<file path="config.mk">
export PLATFORM = sky130hd
export DESIGN_NAME = reg_scoreboard_flat
export DESIGN_NICKNAME = d
export VERILOG_FILES = /design/src/rtl/reg_scoreboard_pkg.sv /design/src/rtl/reg_scoreboard_if.sv /design/src/rtl/reg_scoreboard_sb_counter.sv /design/src/rtl/reg_scoreboard.sv /design/src/flat_wrapper.sv
export SDC_FILE = /design/constraint.sdc
export NUM_CORES = 1
export LEC_CHECK = 0
export ABC_CLOCK_PERIOD_IN_PS = 9680
export CAP_MARGIN = 0
export CORE_MARGIN = 5
export CORE_UTILIZATION = 40
export DETAILED_ROUTE_END_ITERATION = 7
export PLACE_DENSITY = 0.64
export SETUP_SLACK_MARGIN = 0.1
export SYNTH_ARGS = -nofsm -noshare
export SYNTH_HDL_FRONTEND = slang
export SYNTH_SLANG_ARGS = --single-unit
</file>
<file path="constraint.sdc">
create_clock -name clk -period 9.68 [get_ports clk]
set_clock_uncertainty 0.05 [all_clocks]
set_input_delay 1.936 -clock clk [delete_from_list [all_inputs] [get_ports clk]]
set_output_delay 1.936 -clock clk [all_outputs]
set_load 0.05 [all_outputs]
</file>
<file path="src/rtl/reg_scoreboard_pkg.sv">
// Shared sizing for the register scoreboard: register file geometry and
// pending-write counter width.
package reg_scoreboard_pkg;
    localparam int NUM_REGS = 8;
    localparam int REG_W    = 3;
    localparam int CNT_W    = 2;
    localparam int CNT_MAX  = (1 << CNT_W) - 1;

    typedef logic [REG_W-1:0] reg_idx_t;
    typedef logic [CNT_W-1:0] cnt_t;
endpackage

</file>
<file path="src/rtl/reg_scoreboard_if.sv">
// Decode/writeback/flush bus into the scoreboard and the stall/status
// signals it returns to decode.
interface reg_scoreboard_if;
    import reg_scoreboard_pkg::*;

    logic                issue_valid;
    logic                issue_wr_en;
    reg_idx_t            issue_wr_reg;
    reg_idx_t            issue_rd1;
    reg_idx_t            issue_rd2;
    logic                issue_rd1_used;
    logic                issue_rd2_used;
    logic                wb_valid;
    reg_idx_t            wb_reg;
    logic                squash_valid;
    reg_idx_t            squash_reg;
    logic                stall;
    logic                issue_fire;
    logic [NUM_REGS-1:0] busy;
    logic                err_underflow;

    modport master (
        output issue_valid, issue_wr_en, issue_wr_reg,
        output issue_rd1, issue_rd2, issue_rd1_used, issue_rd2_used,
        output wb_valid, wb_reg, squash_valid, squash_reg,
        input  stall, issue_fire, busy, err_underflow
    );

    modport slave (
        input  issue_valid, issue_wr_en, issue_wr_reg,
        input  issue_rd1, issue_rd2, issue_rd1_used, issue_rd2_used,
        input  wb_valid, wb_reg, squash_valid, squash_reg,
        output stall, issue_fire, busy, err_underflow
    );
endinterface

</file>
<file path="src/rtl/reg_scoreboard_sb_counter.sv">
// Pending-write counter for one register: +inc, -dec (0..2) in one step,
// clamping at zero and flagging the cycle in which it would have gone negative.
module sb_counter
    import reg_scoreboard_pkg::*;
(
    input  logic       clk,
    input  logic       rst_n,
    input  logic       i_inc,
    input  logic [1:0] i_dec,
    output cnt_t       o_count,
    output logic       o_uf
);
    localparam int SW = (CNT_W > 1) ? CNT_W + 1 : 2;

    cnt_t          r_count;
    logic [SW-1:0] w_sum;
    logic [SW-1:0] w_dec;
    logic [SW-1:0] w_diff;

    // Net result of inc and dec computed in one wider add so there is no
    // transient through zero when both happen together.
    assign w_sum  = SW'(r_count) + SW'(i_inc);
    assign w_dec  = SW'(i_dec);
    assign w_diff = w_sum - w_dec;
    assign o_uf   = (w_dec > w_sum);

    always_ff @(posedge clk) begin
        if (!rst_n)    r_count <= '0;
        else if (o_uf) r_count <= '0;
        else           r_count <= w_diff[CNT_W-1:0];
    end

    assign o_count = r_count;
endmodule

</file>
<file path="src/rtl/reg_scoreboard.sv">
// Register scoreboard: per-register pending-write counters driving the
// decode-stage RAW stall, with a writeback bypass and a sticky underflow flag.
module reg_scoreboard
    import reg_scoreboard_pkg::*;
(
    input  logic            clk,
    input  logic            rst_n,
    reg_scoreboard_if.slave sb
);
    cnt_t [NUM_REGS-1:0] w_count;
    logic [NUM_REGS-1:0] w_uf;
    logic [NUM_REGS-1:0] w_pend;
    logic [NUM_REGS-1:0] w_busy;
    logic                w_hazard1;
    logic                w_hazard2;
    logic                w_full;
    logic                w_stall;
    logic                w_fire;
    logic                r_err;

    for (genvar i = 0; i < NUM_REGS; i++) begin : g_reg
        logic       w_inc;
        logic       w_wb_hit;
        logic       w_sq_hit;
        logic [1:0] w_dec;

        assign w_wb_hit = sb.wb_valid & (sb.wb_reg == REG_W'(i));
        assign w_sq_hit = sb.squash_valid & (sb.squash_reg == REG_W'(i));
        assign w_inc    = w_fire & sb.issue_wr_en & (sb.issue_wr_reg == REG_W'(i));
        assign w_dec    = {1'b0, w_wb_hit} + {1'b0, w_sq_hit};

        sb_counter u_cnt (
            .clk     (clk),
            .rst_n   (rst_n),
            .i_inc   (w_inc),
            .i_dec   (w_dec),
            .o_count (w_count[i]),
            .o_uf    (w_uf[i])
        );

        assign w_busy[i] = (w_count[i] != '0);
        // Last outstanding write retiring now: the regfile write-before-read
        // hands the value to decode, so the reader need not wait.
        assign w_pend[i] = w_busy[i] & ~((w_count[i] == cnt_t'(1)) & w_wb_hit);
    end

    assign w_hazard1 = sb.issue_rd1_used & w_pend[sb.issue_rd1];
    assign w_hazard2 = sb.issue_rd2_used & w_pend[sb.issue_rd2];
    assign w_full    = sb.issue_wr_en & (w_count[sb.issue_wr_reg] == cnt_t'(CNT_MAX));
    assign w_stall   = sb.issue_valid & (w_hazard1 | w_hazard2 | w_full);
    assign w_fire    = sb.issue_valid & ~w_stall;

    always_ff @(posedge clk) begin
        if (!rst_n) r_err <= 1'b0;
        else        r_err <= r_err | (|w_uf);
    end

    assign sb.stall         = w_stall;
    assign sb.issue_fire    = w_fire;
    assign sb.busy          = w_busy;
    assign sb.err_underflow = r_err;
endmodule

</file>
<file path="src/flat_wrapper.sv">
// flat-port wrapper written by rule: the top's interface ports become plain ports
module reg_scoreboard_flat import reg_scoreboard_pkg::*;
  (clk, rst_n, sb_issue_valid, sb_issue_wr_en, sb_issue_wr_reg, sb_issue_rd1, sb_issue_rd2, sb_issue_rd1_used, sb_issue_rd2_used, sb_wb_valid, sb_wb_reg, sb_squash_valid, sb_squash_reg, sb_stall, sb_issue_fire, sb_busy, sb_err_underflow);
  reg_scoreboard_if sb_i ();
  input  logic clk;
  input  logic rst_n;
  input wire logic [$bits(sb_i.issue_valid)-1:0] sb_issue_valid;
  input wire logic [$bits(sb_i.issue_wr_en)-1:0] sb_issue_wr_en;
  input wire logic [$bits(sb_i.issue_wr_reg)-1:0] sb_issue_wr_reg;
  input wire logic [$bits(sb_i.issue_rd1)-1:0] sb_issue_rd1;
  input wire logic [$bits(sb_i.issue_rd2)-1:0] sb_issue_rd2;
  input wire logic [$bits(sb_i.issue_rd1_used)-1:0] sb_issue_rd1_used;
  input wire logic [$bits(sb_i.issue_rd2_used)-1:0] sb_issue_rd2_used;
  input wire logic [$bits(sb_i.wb_valid)-1:0] sb_wb_valid;
  input wire logic [$bits(sb_i.wb_reg)-1:0] sb_wb_reg;
  input wire logic [$bits(sb_i.squash_valid)-1:0] sb_squash_valid;
  input wire logic [$bits(sb_i.squash_reg)-1:0] sb_squash_reg;
  output wire logic [$bits(sb_i.stall)-1:0] sb_stall;
  output wire logic [$bits(sb_i.issue_fire)-1:0] sb_issue_fire;
  output wire logic [$bits(sb_i.busy)-1:0] sb_busy;
  output wire logic [$bits(sb_i.err_underflow)-1:0] sb_err_underflow;
  assign sb_i.issue_valid = sb_issue_valid;
  assign sb_i.issue_wr_en = sb_issue_wr_en;
  assign sb_i.issue_wr_reg = sb_issue_wr_reg;
  assign sb_i.issue_rd1 = sb_issue_rd1;
  assign sb_i.issue_rd2 = sb_issue_rd2;
  assign sb_i.issue_rd1_used = sb_issue_rd1_used;
  assign sb_i.issue_rd2_used = sb_issue_rd2_used;
  assign sb_i.wb_valid = sb_wb_valid;
  assign sb_i.wb_reg = sb_wb_reg;
  assign sb_i.squash_valid = sb_squash_valid;
  assign sb_i.squash_reg = sb_squash_reg;
  assign sb_stall = sb_i.stall;
  assign sb_issue_fire = sb_i.issue_fire;
  assign sb_busy = sb_i.busy;
  assign sb_err_underflow = sb_i.err_underflow;
  reg_scoreboard u_core (.clk(clk), .rst_n(rst_n), .sb(sb_i));
endmodule
</file>
# == Yosys cells after proc, flatten, opt, wreduce, memory -nomap -nowiden ==
# Cells that the tools add are included.
# totals
reg_bits,17
latchBits,0
ramBits,0
mem_bits_ro,0
input_bits,23
n_memories,0
# op_classes
n_addsub,24
mul,0
div,0
magnitude_cmp,11
eq_ne,30
shift,0
mux,6
bitwise,59
reduce_logical,20
# op_table
operator,count
AND 1 bit,46
"== test 3 bit, second input constant",12
adder 2 x 1 -> 3 bit,8
> comparator 2 x 3 -> 1 bit,8
"== test 3 x 2 -> 1 bit, second input constant",6
adder 1 x 1 -> 2 bit,8
"== test 2 x 1 -> 1 bit, second input constant",8
nonzero test 2 bit,8
OR reduction 2 bit,8
subtractor 2 bit,8
"less-than comparator 3 x 4 -> 1 bit, second input constant",3
NOT 1 bit,10
"== test 3 x 1 -> 1 bit, second input constant",3
logical NOT 3 bit,3
OR reduction 8 bit,1
binary-select mux 1 bit (select 3 bit),2
binary-select mux 2 bit (select 3 bit),1
OR 1 bit,3
"== test 2 bit, second input constant",1
two-way mux 1 bit,2
two-way mux 2 bit,1

# == Depth between registers and ports, before layout ==
# Gate-level depths: netlist (run 1).
# depth
word_depth,19
mapped_depth,15
mapped_depth_nobuf,13

# == Modules after synthesis ==
# From an unflattened synthesis (run 1), not the netlist that was laid out.
# hier_totals
cells_unflattened,256
hier_area_um2,2173.3
# modules_own_cells
module,n_inst,cells_per_inst,area_per_inst_um2,seq_area_each_um2
sb_counter,8,17,161.4,40.0
reg_scoreboard,1,120,882.1,20.0

# == Worst setup path after synthesis (run 1) ==
# OpenSTA, ideal clock, no wires.
# synth_timing
kind,in2out
startpoint,input sb_wb_reg[1]
endpoint,output sb_issue_fire
arrival_ns,4.410
setup_slack_ns,3.284
cell_stages,7
cell_sequence,buf_2 or4b_4 a211oi_1 a2111oi_0 o41a_1 buf_6 nor4b_2
# synth_between
elab_chain_len,13
# synth_rtl
element,line_no,text
"start, declared",flat_wrapper.sv:15,input wire logic [$bits(sb_i.wb_reg)-1:0] sb_wb_reg;
"== test 3 x 1 -> 1 bit, or another cell as far along",reg_scoreboard.sv:27,assign w_wb_hit = sb.wb_valid & (sb.wb_reg == REG_W'(i));
AND 1 bit,reg_scoreboard.sv:27,
AND 1 bit,reg_scoreboard.sv:44,assign w_pend[i] = w_busy[i] & ~((w_count[i] == cnt_t'(1)) & w_wb_hit);
NOT 1 bit,reg_scoreboard.sv:44,
AND 1 bit,reg_scoreboard.sv:44,
"binary-select mux 1 bit (select 3 bit), on equally long branches","reg_scoreboard.sv:47, reg_scoreboard.sv:48",
"two-way mux 1 bit, on equally long branches","reg_scoreboard.sv:47, reg_scoreboard.sv:48",
"AND 1 bit, on equally long branches","reg_scoreboard.sv:47, reg_scoreboard.sv:48",
OR 1 bit (*) (2 in series),reg_scoreboard.sv:50,assign w_stall = sb.issue_valid & (w_hazard1 | w_hazard2 | w_full);
AND 1 bit (*),reg_scoreboard.sv:50,
NOT 1 bit (*),reg_scoreboard.sv:51,assign w_fire = sb.issue_valid & ~w_stall;
AND 1 bit (*),reg_scoreboard.sv:51,
"end, declared",flat_wrapper.sv:19,output wire logic [$bits(sb_i.issue_fire)-1:0] sb_issue_fire;
# Every way passes the cells marked *; elsewhere a longest branch is shown, timed or not. The select of a mux whose other input is x is not followed.

# == Worst setup path in the final report (run 1) ==
# layout_timing
startpoint,input sb_wb_reg[0]
endpoint,output sb_issue_fire
# The elaborated chain is that of the path after synthesis.

==> reports/results.ini, run 1 <==
[route]
ant_nets = 0
dr.pass1.iters = 4
vias_per_cell = 5.154
drt_iter0_drc = 93
drc = 0
num_vias = 1871
wl_per_cell_um = 13.50
totalWireLength_mm = 4.899

[synthesis]
synthTopCellsByArea = ha_1 (28%), dfxtp_1 (16%), inv_1 (6.2%), nor2_1 (4.2%), nor4_2 (4.1%)
async_flop_share_pct = 0
synth_seq_cells = 17
avgSynthCellArea_um2 = 8.102
syn-num-nets = 334
ys_types = 39
synth_ff_type = dfxtp_1
synth_edf_count = 0
yosysTopAreaCellShare_pct = 28.19
ys_warn_count = 0
synth_area_um2 = 2131
ys_seq_area_share_pct = 15.97
synth_area_leader_cell = ha_1
synth_cells = 263

[clocking]
cts_inserted_buffers = 3
clk_pin_slew_ns = 0.07
root_buffer = clkbuf_8
post-cts-setup-buffers = 0
postCtsHoldBufs = 0
cts_tree = done
htree_levels = 1
clockBufferDepth = 2
clock_sinks = 17
cts_resized = 0
worstSkewPairLatency_ns = 0.26

[timing]
min_period_over_period_pct = 74.22
finalHoldViolCount = 0
tns_ns = 0
tightestPinTransition_ns = 0.6114
drv_slew = 0
min_period_ns = 7.185
rsz0062_at_grt = false
slew_headroom_pct = 59.24
fmax_mhz = 139.2
setup_viol = 0

[die]
fp-row-count = 26
die_y_um = 82.99
start_util_pct = 41.46
dieArea_um2 = 6887
core-area_um2 = 5140
io_pins = 34
die_w_um = 82.99

[min_path]
whs_path_depth = 1
min_path_type = register to register
whs_endpoint = u_core.sb.err_underflow
hold_path_startpoint = u_core.sb.err_underflow

[critical_path]
critPathRequiredTime_ns = 7.69
worstSetupEndpointType = output port
arrival_ns = 5.20
r2r_cells = 12
timing.rr.start = u_core.g_reg[3].u_cnt.o_count[0]
path_max_fanout = 10
critPathKind = primary input to output port
timing.rr.end = u_core.sb.err_underflow
start_kind = primary input
rrSetupSlack_ns = 6.05

[placed_design]
gp_congestion = 0.8332
dp_hpwl_mm = 4.191
io_buffers = 33

[cells_and_area]
layout.nets = 365
diodes = 0
synthToLayoutAreaGrowth_pct = 18.91
final_layout_size_suffix_gt1_share_pct = 7.850
fill_cells = 545
final_core_utilization_pct = 49.29

[outcome]
status = finished, final reports clean

[flow_run]
drv_cap = 0

[grt]
grt-ovfl-total = 0
grt_pass1_vias = 1813
grt_antenna_before_repair = 0
grt_pass1_wl_mm = 8.438
track_usage_pct = 14.70
grt_max_degree = 13

[pwr]
power_density_nw_per_um2 = 106.1
p_leak_uw = 0.001150
irDropWorstVdd_mv = 0.04695

report_power, final:
group          leakage [uW]  switching, uW  internal [uW]
clock network     0.0000228           25.3           29.3
logic              0.000988           76.2           53.1
registers          0.000139           8.04           76.8
total               0.00115            110            159
layout by cell type, fill, tap and decap left out, types with 7 or more instances in the layout:
cell type	n
a211oi_1	7
a21oi_1	14
clkdlybuf4s50_1	33
dfxtp_1	17
ha_1	48
inv_1	35
nand2_1	22
nand3_1	9
nor2_1	24
nor2b_1	8
nor4_2	7
or2_2	8
xor2_1	8
logic make-up (layout without fill, tap and decap cells):
family,after synthesis,count (layout),synth area share (%)
and+or+nand+nor,103,103,28.95
adders and majority gates,48,48,28.19
buffers and inverters,42,72,8.984
DFF,17,17,15.97
xor gates and xnor gates,8,8,3.288
muxes,1,1,1.057
AOI/OAI and AO/OA,44,44,13.56
registers in the layout, indices dropped and copies added (netlist names):
signal / cells
u_core.g.u_cnt.o_count: 16
u_core.sb.err_underflow: 1
area by class of cell:
class | instances | area [um^2] | share of cell area [%]
sequential | 17 | 340.3 | 13.43
tap | 70 | 87.58 | 3.457
timing repair buffer | 33 | 330.3 | 13.04
clock buffer | 4 | 45.04 | 1.778
inverter | 35 | 131.4 | 5.185
multi-input combinational | 204 | 1599 | 63.11
per-layer routing:
metal / global-route usage, % / up-vias / routed length, um
met3: 1.980 / 7 / 264
met4: 5.349 / 0 / 74
met5: 0 / - / 0
met2: 22.67 / 40 / 2114
met1: 20.71 / 840 / 2444
li1: - / 984 / -
cell usage after synthesis (all sizes together), types with 6 or more instances:
cell,n
or2,8
ha,48
a21oi,14
dfxtp,17
o21ai,11
inv,35
nand3,9
nor2,24
nor4,8
a211oi,7
xor2,8
nand2b,6
nand2,22
nor2b,8
worst max path at each step:
stage,from,to,slack (ns),cells after the start
2_1_floorplan,sb_wb_reg[1],sb_issue_fire,3.28,7
3_3_place_gp,sb_wb_reg[0],sb_issue_fire,2.53,7
3_5_place_dp,sb_wb_reg[0],sb_issue_fire,2.48,7
4_1_cts,sb_wb_reg[0],sb_issue_fire,2.48,7
5_1_grt,sb_wb_reg[0],sb_issue_fire,2.22,7
6_report,sb_wb_reg[0],sb_issue_fire,2.50,7
worst max-delay path, cell delays in order:
cell and delay, ns:
clkdlybuf4s50_1 0.54, or4b_4 0.60, a211oi_1 0.24, a2111oi_0 0.09, o41a_1 0.66, nor4b_2 0.28, clkdlybuf4s50_1 0.84
metrics by stage:
stage	cell area [um^2]	total power [uW]	cells	setup slack [ns]	hold WS (ns)
detailed placement	2489	216.2	359	2.480	0.4417
CTS	2534	271.6	363	2.480	0.4581
finish	2534	268.7	363	2.495	0.4467
global route	2534	289.8	363	2.221	0.4963
global placement	2489	215.1	359	2.531	0.4241
floorplan	2131	175.5	263	3.284	0.6690
No activity file was read; power rests on OpenSTA's default activity.
==> inputs of run 2 (changes only) <==
Settings changed: ABC_CLOCK_PERIOD_IN_PS 9680 to 5800, PLACE_DENSITY 0.64 to 0.67.
Clock period 9.68 ns to 5.8 ns, I/O delays scaled along.
==> run 2 against run 1 <==
Sequential cell count is the same. Power grew 67%. Combinational power grew 67%. Critical path type unchanged. Critical endpoint is now sb_stall.
==> reports/results.ini, run 2 (synthesized netlist as in run 1, its figures left out) <==
[outcome]
status = finished, final reports clean  ; unchanged

[grt]
grt_pass1_wl_mm = 8.169  ; was 8.438 mm
grt-ovfl-total = 0  ; unchanged
grt_antenna_before_repair = 0  ; unchanged
grt_pass1_vias = 1773  ; was 1,813
track_usage_pct = 14.28  ; was 14.70%
grt_max_degree = 13  ; unchanged

[cells_and_area]
layout_common_cells = ha_1 (48), inv_1 (35), clkdlybuf4s50_1 (32), nor2_1 (24), nand2_1 (22)  ; was ha_1 (48), inv_1 (35), clkdlybuf4s50_1 (33), nor2_1 (24), nand2_1 (22)
seqCellArea_um2 = 340.3  ; unchanged
final_layout_size_suffix_gt1_share_pct = 8.503  ; was 7.850%
largest_reg_flops = 16  ; unchanged
multiInputGateArea_um2 = 1599  ; unchanged
final_cell_area_um2 = 2539  ; was 2534 um^2
layout.nets = 366  ; was 365
fill_cells = 551  ; was 545
diodes = 0  ; unchanged
final_common_cell = ha_1  ; unchanged
synthToLayoutAreaGrowth_pct = 19.14  ; was 18.91%

[min_path]
whs_endpoint = u_core.sb.err_underflow  ; unchanged
hold_path_startpoint = u_core.sb.err_underflow  ; unchanged
whs_path_depth = 1  ; unchanged
min_path_type = register to register  ; unchanged

[critical_path]
rrSetupSlack_ns = 2.20  ; was 6.05 ns
path_cells = clkdlybuf4s50_1, or4b_4, a2111oi_0, a311oi_1, o221a_1, o31a_1, clkdlybuf4s50_1  ; was clkdlybuf4s50_1, or4b_4, a211oi_1, a2111oi_0, o41a_1, nor4b_2, clkdlybuf4s50_1
r2r_cells = 14  ; was 12
critPathRequiredTime_ns = 4.59  ; was 7.69 ns
max_stage_delay_ns = 0.70  ; was 0.84 ns
crit_start = sb_wb_reg[0]  ; unchanged
path_max_fanout = 10  ; unchanged
cpLargestDelayFamily = compound AO/OA/AOI/OAI gates  ; was buffers and inverters
timing.rr.end = u_core.sb.err_underflow  ; unchanged
worstSetupEndpointType = output port  ; unchanged
critPathKind = primary input to output port  ; unchanged
cpMostUsedCell = clkdlybuf4s50_1  ; unchanged
crit_path_top_delay_cell = clkdlybuf4s50_1  ; unchanged
path_buf_inv = 2  ; unchanged
arrival_ns = 4.30  ; was 5.20 ns
timing.rr.start = u_core.g_reg[6].u_cnt.o_count[1]  ; was u_core.g_reg[3].u_cnt.o_count[0]
start_kind = primary input  ; unchanged

[placed_design]
io_buffers = 33  ; unchanged
dp_hpwl_mm = 4.216  ; was 4.191 mm
gp_congestion = 0.8387  ; was 0.8332
placedInstanceArea_um2 = 2494  ; was 2489 um^2

[clocking]
cts_inserted_buffers = 3  ; unchanged
post-cts-setup-buffers = 0  ; unchanged
root_buffer = clkbuf_8  ; unchanged
htree_levels = 1  ; unchanged
cts_resized = 0  ; unchanged
worstSkewPairLatency_ns = 0.26  ; about the same
postCtsHoldBufs = 0  ; unchanged
clockBufferDepth = 2  ; unchanged
cts_tree = done  ; unchanged
clock_sinks = 17  ; unchanged
clk_pin_slew_ns = 0.07  ; about the same

[timing]
min_period_ns = 5.510
tns_ns = 0  ; unchanged
finalHoldViolCount = 0  ; unchanged
fmax_mhz = 181.5
tightestPinTransition_ns = 0.5811  ; was 0.6114 ns
slew_headroom_pct = 61.26  ; was 59.24%
min_period_over_period_pct = 95.00
setup_viol = 0  ; unchanged
rsz0062_at_grt = false  ; unchanged
drv_slew = 0  ; unchanged

[die]
dieArea_um2 = 6887  ; unchanged
die_y_um = 82.99  ; unchanged
start_util_pct = 41.46  ; unchanged
fp-row-count = 26  ; unchanged
die_w_um = 82.99  ; unchanged
core-area_um2 = 5140  ; unchanged
io_pins = 34  ; unchanged

[route]
drt_iter0_drc = 109  ; was 93
drc = 0  ; unchanged
dr.pass1.iters = 4  ; unchanged
wl_per_cell_um = 13.57  ; was 13.50 um
vias_per_cell = 5.184  ; was 5.154
num_vias = 1887  ; was 1,871
totalWireLength_mm = 4.938  ; was 4.899 mm
ant_nets = 0  ; unchanged

[pwr]
p_leak_uw = 0.001156  ; was 0.001150 uW
power_density_nw_per_um2 = 176.5  ; was 106.1 nW/um^2
irDropWorstVdd_mv = 0.08798  ; was 0.04695 mV

[flow_run]
drv_cap = 0  ; unchanged

==> run 2: cell types whose count changed in the layout (fill, tap and decap cells not counted) <==
cell,previous run,this run
buf_4,0,2
clkdlybuf4s50_1,33,32
==> run 2: routing by layer <==
layer | wire [um] | up-vias | global-route usage, %
met4 | 51 | 0 | 3.566
met3 | 316 | 4 | 2.673
met5 | 0 | - | 0
met1 | 2417 | 843 | 19.67
met2 | 2153 | 53 | 22.81
li1 | - | 987 | -
==> run 2: layout make-up <==
| type | count | share of cell area [%] |
|---|---|---|
| well taps | 70 | 3.450 |
| inverters | 35 | 5.175 |
| repair buffers | 34 | 13.21 |
| multi-input cells | 204 | 62.99 |
| flip-flops and latches | 17 | 13.41 |
| clock buffers | 4 | 1.774 |
==> run 2: worst max-delay path by stage <==
| stage | to | cells after the start |
|---|---|---|
| floorplan | sb_issue_fire | 7 |
| global placement | u_core.sb.err_underflow | 15 |
| detailed placement | u_core.sb.err_underflow | 15 |
| CTS | sb_stall | 7 |
| global route | sb_stall | 7 |
| finish | sb_stall | 7 |
==> run 2: report_power, final <==
group	total, uW	switching, uW	internal, uW
registers	142	13.8	128
clock network	90.6	41.8	48.8
logic	216	126	89.2
==> run 2: metrics by stage <==
step                      util (%)  cells  worst slack, ns  power [uW]  hold slack (ns)
after global routing         49.39    364           0.1452       478.2           0.4805
after detailed placement     48.52    360           0.1966       361.0           0.4291
after CTS                    49.39    364           0.3042       452.1           0.4478
after global placement       48.52    360           0.2407       359.1           0.4328
final                        49.39    364           0.2898       448.1           0.4455
after floorplan                  -    263           0.9558       292.9           0.6690
==> run 2: worst register-to-register path: stages (launching register included) <==
cell and delay, ns:
dfxtp_1 0.36, nand2b_1 0.16, a21oi_1 0.12, a211oi_1 0.07, o41a_1 0.53, buf_4 0.22, nor4_2 0.33, ha_1 0.22
ha_1 0.22, inv_1 0.06, ha_1 0.25, nor2b_1 0.14, o21ai_1 0.19, nand4_1 0.16, o41a_1 0.42
==> inputs of run 3 (changes only) <==
Settings changed: CTS_BUF_LIST set to sky130_fd_sc_hd__clkbuf_8, DONT_BUFFER_PORTS set to 1, PLACE_DENSITY 0.67 to 0.58.
==> run 3 against run 2 <==
Die area unchanged. Clock power increased by 5.7%. Final cell count decreased by 9.1%. Largest power group unchanged. Fmax increased by 19%. Worst hold slack improved by 0.30 ns. Non-clock buffer count decreased by 33. Design area decreased by 13%. Setup slack improved by 0.86 ns. Critical path type is now primary input to register.
==> reports/results.ini, run 3 (synthesized netlist as in run 1, its figures left out) <==
[outcome]
status = finished, final reports clean  ; unchanged

[die]
core-area_um2 = 5140  ; unchanged
io_pins = 34  ; unchanged
die_w_um = 82.99  ; unchanged
fp-row-count = 26  ; unchanged
start_util_pct = 41.46  ; unchanged
dieArea_um2 = 6887  ; unchanged
die_y_um = 82.99  ; unchanged

[placed_design]
pre_cts_ws_ns = 0.8782  ; was 0.1966 ns
placedInstanceArea_um2 = 2166  ; was 2494 um^2
gp_congestion = 0.8560  ; was 0.8387
io_buffers = 0  ; was 33
dp_hpwl_mm = 4.222  ; was 4.216 mm

[critical_path]
timing.rr.start = u_core.g_reg[1].u_cnt.o_count[0]  ; was u_core.g_reg[6].u_cnt.o_count[1]
arrival_ns = 4.76  ; was 4.30 ns
timing.rr.end = u_core.sb.err_underflow  ; unchanged
max_stage_delay_ns = 0.65  ; was 0.70 ns
critPathKind = primary input to register  ; was primary input to output port
r2r_cells = 12  ; was 14
worstSetupEndpointType = register  ; was output port
path_cells = or4b_4, a211oi_1, a2111oi_0, o41a_1, nor4_2, ha_1, ha_1, inv_1, ha_1, nor2b_1, o21ai_1, nand4_1, o41a_1  ; was clkdlybuf4s50_1, or4b_4, a2111oi_0, a311oi_1, o221a_1, o31a_1, clkdlybuf4s50_1
critPathRequiredTime_ns = 5.91  ; was 4.59 ns
path_max_fanout = 10  ; unchanged
crit_path_top_delay_cell = o41a_1  ; was clkdlybuf4s50_1
cpMostUsedCell = ha_1  ; was clkdlybuf4s50_1
rrSetupSlack_ns = 2.15  ; was 2.20 ns
start_kind = primary input  ; unchanged

[clocking]
cts_inserted_buffers = 3  ; unchanged
clk_pin_slew_ns = 0.08  ; was 0.07 ns
htree_levels = 1  ; unchanged
worstSkewPairLatency_ns = 0.27  ; was 0.26 ns
postCtsHoldBufs = 0  ; unchanged
clock_sinks = 17  ; unchanged
cts_tree = done  ; unchanged
cts_resized = 0  ; unchanged
clockBufferDepth = 2  ; unchanged
root_buffer = clkbuf_8  ; unchanged
post-cts-setup-buffers = 0  ; unchanged

[min_path]
whs_endpoint = u_core.g_reg[3].u_cnt.o_count[0]  ; was u_core.sb.err_underflow
hold_path_startpoint = u_core.g_reg[3].u_cnt.o_count[0]  ; was u_core.sb.err_underflow
min_path_type = register to register  ; unchanged
whs_path_depth = 3  ; was 1

[grt]
grt-ovfl-total = 0  ; unchanged
track_usage_pct = 14.97  ; was 14.28%
grt_pass1_vias = 1666  ; was 1,773
grt_max_degree = 13  ; unchanged
grt_antenna_before_repair = 0  ; unchanged
grt_pass1_wl_mm = 8.335  ; was 8.169 mm

[route]
drc = 0  ; unchanged
totalWireLength_mm = 4.995  ; was 4.938 mm
vias_per_cell = 5.329  ; was 5.184
ant_nets = 0  ; unchanged
drt_iter0_drc = 99  ; was 109
num_vias = 1764  ; was 1,887
dr.pass1.iters = 4  ; unchanged
wl_per_cell_um = 15.09  ; was 13.57 um

[cells_and_area]
final_layout_size_suffix_gt1_share_pct = 9.195  ; was 8.503%
largest_reg_flops = 16  ; unchanged
synthToLayoutAreaGrowth_pct = 3.758  ; was 19.14%
final_cell_area_um2 = 2211  ; was 2539 um^2
final_common_cell = ha_1  ; unchanged
fill_cells = 558  ; was 551
layout_common_cells = ha_1 (48), inv_1 (36), nor2_1 (24), nand2_1 (22), dfxtp_1 (17)  ; was ha_1 (48), inv_1 (35), clkdlybuf4s50_1 (32), nor2_1 (24), nand2_1 (22)
layout.nets = 333  ; was 366
diodes = 0  ; unchanged

[timing]
tightestPinTransition_ns = 0.6094  ; was 0.5811 ns
slew_headroom_pct = 59.37  ; was 61.26%
rsz0062_at_grt = false  ; unchanged
min_period_over_period_pct = 80.12  ; was 95.00%
fin_ws_ns = 1.153  ; was 0.2898 ns
fmax_mhz = 215.2  ; was 181.5 MHz
setup_viol = 0  ; unchanged
tns_ns = 0  ; unchanged
drv_slew = 0  ; unchanged
min_period_ns = 4.647  ; was 5.510 ns
finalHoldViolCount = 0  ; unchanged

[pwr]
p_leak_uw = 0.001034  ; was 0.001156 uW
p_total_uw = 408.8  ; was 448.1 uW
irDropWorstVdd_mv = 0.07345  ; was 0.08798 mV
power_density_nw_per_um2 = 184.9  ; was 176.5 nW/um^2

[flow_run]
drv_cap = 0  ; unchanged

run 3: cell types whose count changed in the layout (fill, tap and decap cells not counted), sizes merged:
cell and delta:
clkbuf -1, buf -1, clkdlybuf4s50 -32, inv +1
run 3: stage by stage:
step	hold WS, ns	utilization [%]	instances
2_1_floorplan	0.6690	-	263
3_3_place_gp	0.7512	42.14	327
3_5_place_dp	0.7307	42.14	327
4_1_cts	0.7454	43.01	331
5_1_grt	0.8234	43.01	331
6_report	0.7415	43.01	331
run 3: critical path, delay by kind of cell:
kind	cells	cell delay, ns
simple gates	4	1.25
compound gates	5	1.61
buf+inv	1	0.06
fa+ha+maj	3	0.69
run 3: how the worst max path moves through the flow:
| stage | startpoint | end | slack, ns |
|---|---|---|---|
| after floorplan | sb_wb_reg[1] | sb_issue_fire | 0.96 |
| after global placement | sb_wb_reg[0] | u_core.sb.err_underflow | 0.89 |
| after detailed placement | sb_wb_reg[0] | u_core.sb.err_underflow | 0.88 |
| after CTS | sb_wb_reg[0] | u_core.sb.err_underflow | 1.16 |
| after global routing | sb_wb_reg[0] | u_core.sb.err_underflow | 0.98 |
| final | sb_wb_reg[0] | u_core.sb.err_underflow | 1.15 |
run 3: where the power goes:
part | switching, uW | internal, uW | total, uW
Combinational | 108 | 59.0 | 167
Sequential | 17.5 | 128 | 146
Clock | 48.5 | 47.3 | 95.8
Total | 174 | 234 | 409
run 3: per-layer routing:
metal / GRT usage [%] / part of all wire (%)
met5: 0 / 0
met2: 23.47 / 44
met3: 3.960 / 6.6
met4: 4.903 / 1.2
met1: 19.85 / 48
run 3: layout make-up:
cell class                 instances  area (um^2)  area share [%]
timing repair buffer               1        7.507          0.3396
clock inverter                     1        3.754          0.1698
clock buffer                       3        41.29           1.868
multi-input combinational        204         1599           72.33
sequential                        17        340.3           15.39
tap                               70        87.58           3.962
inverter                          35        131.4           5.942
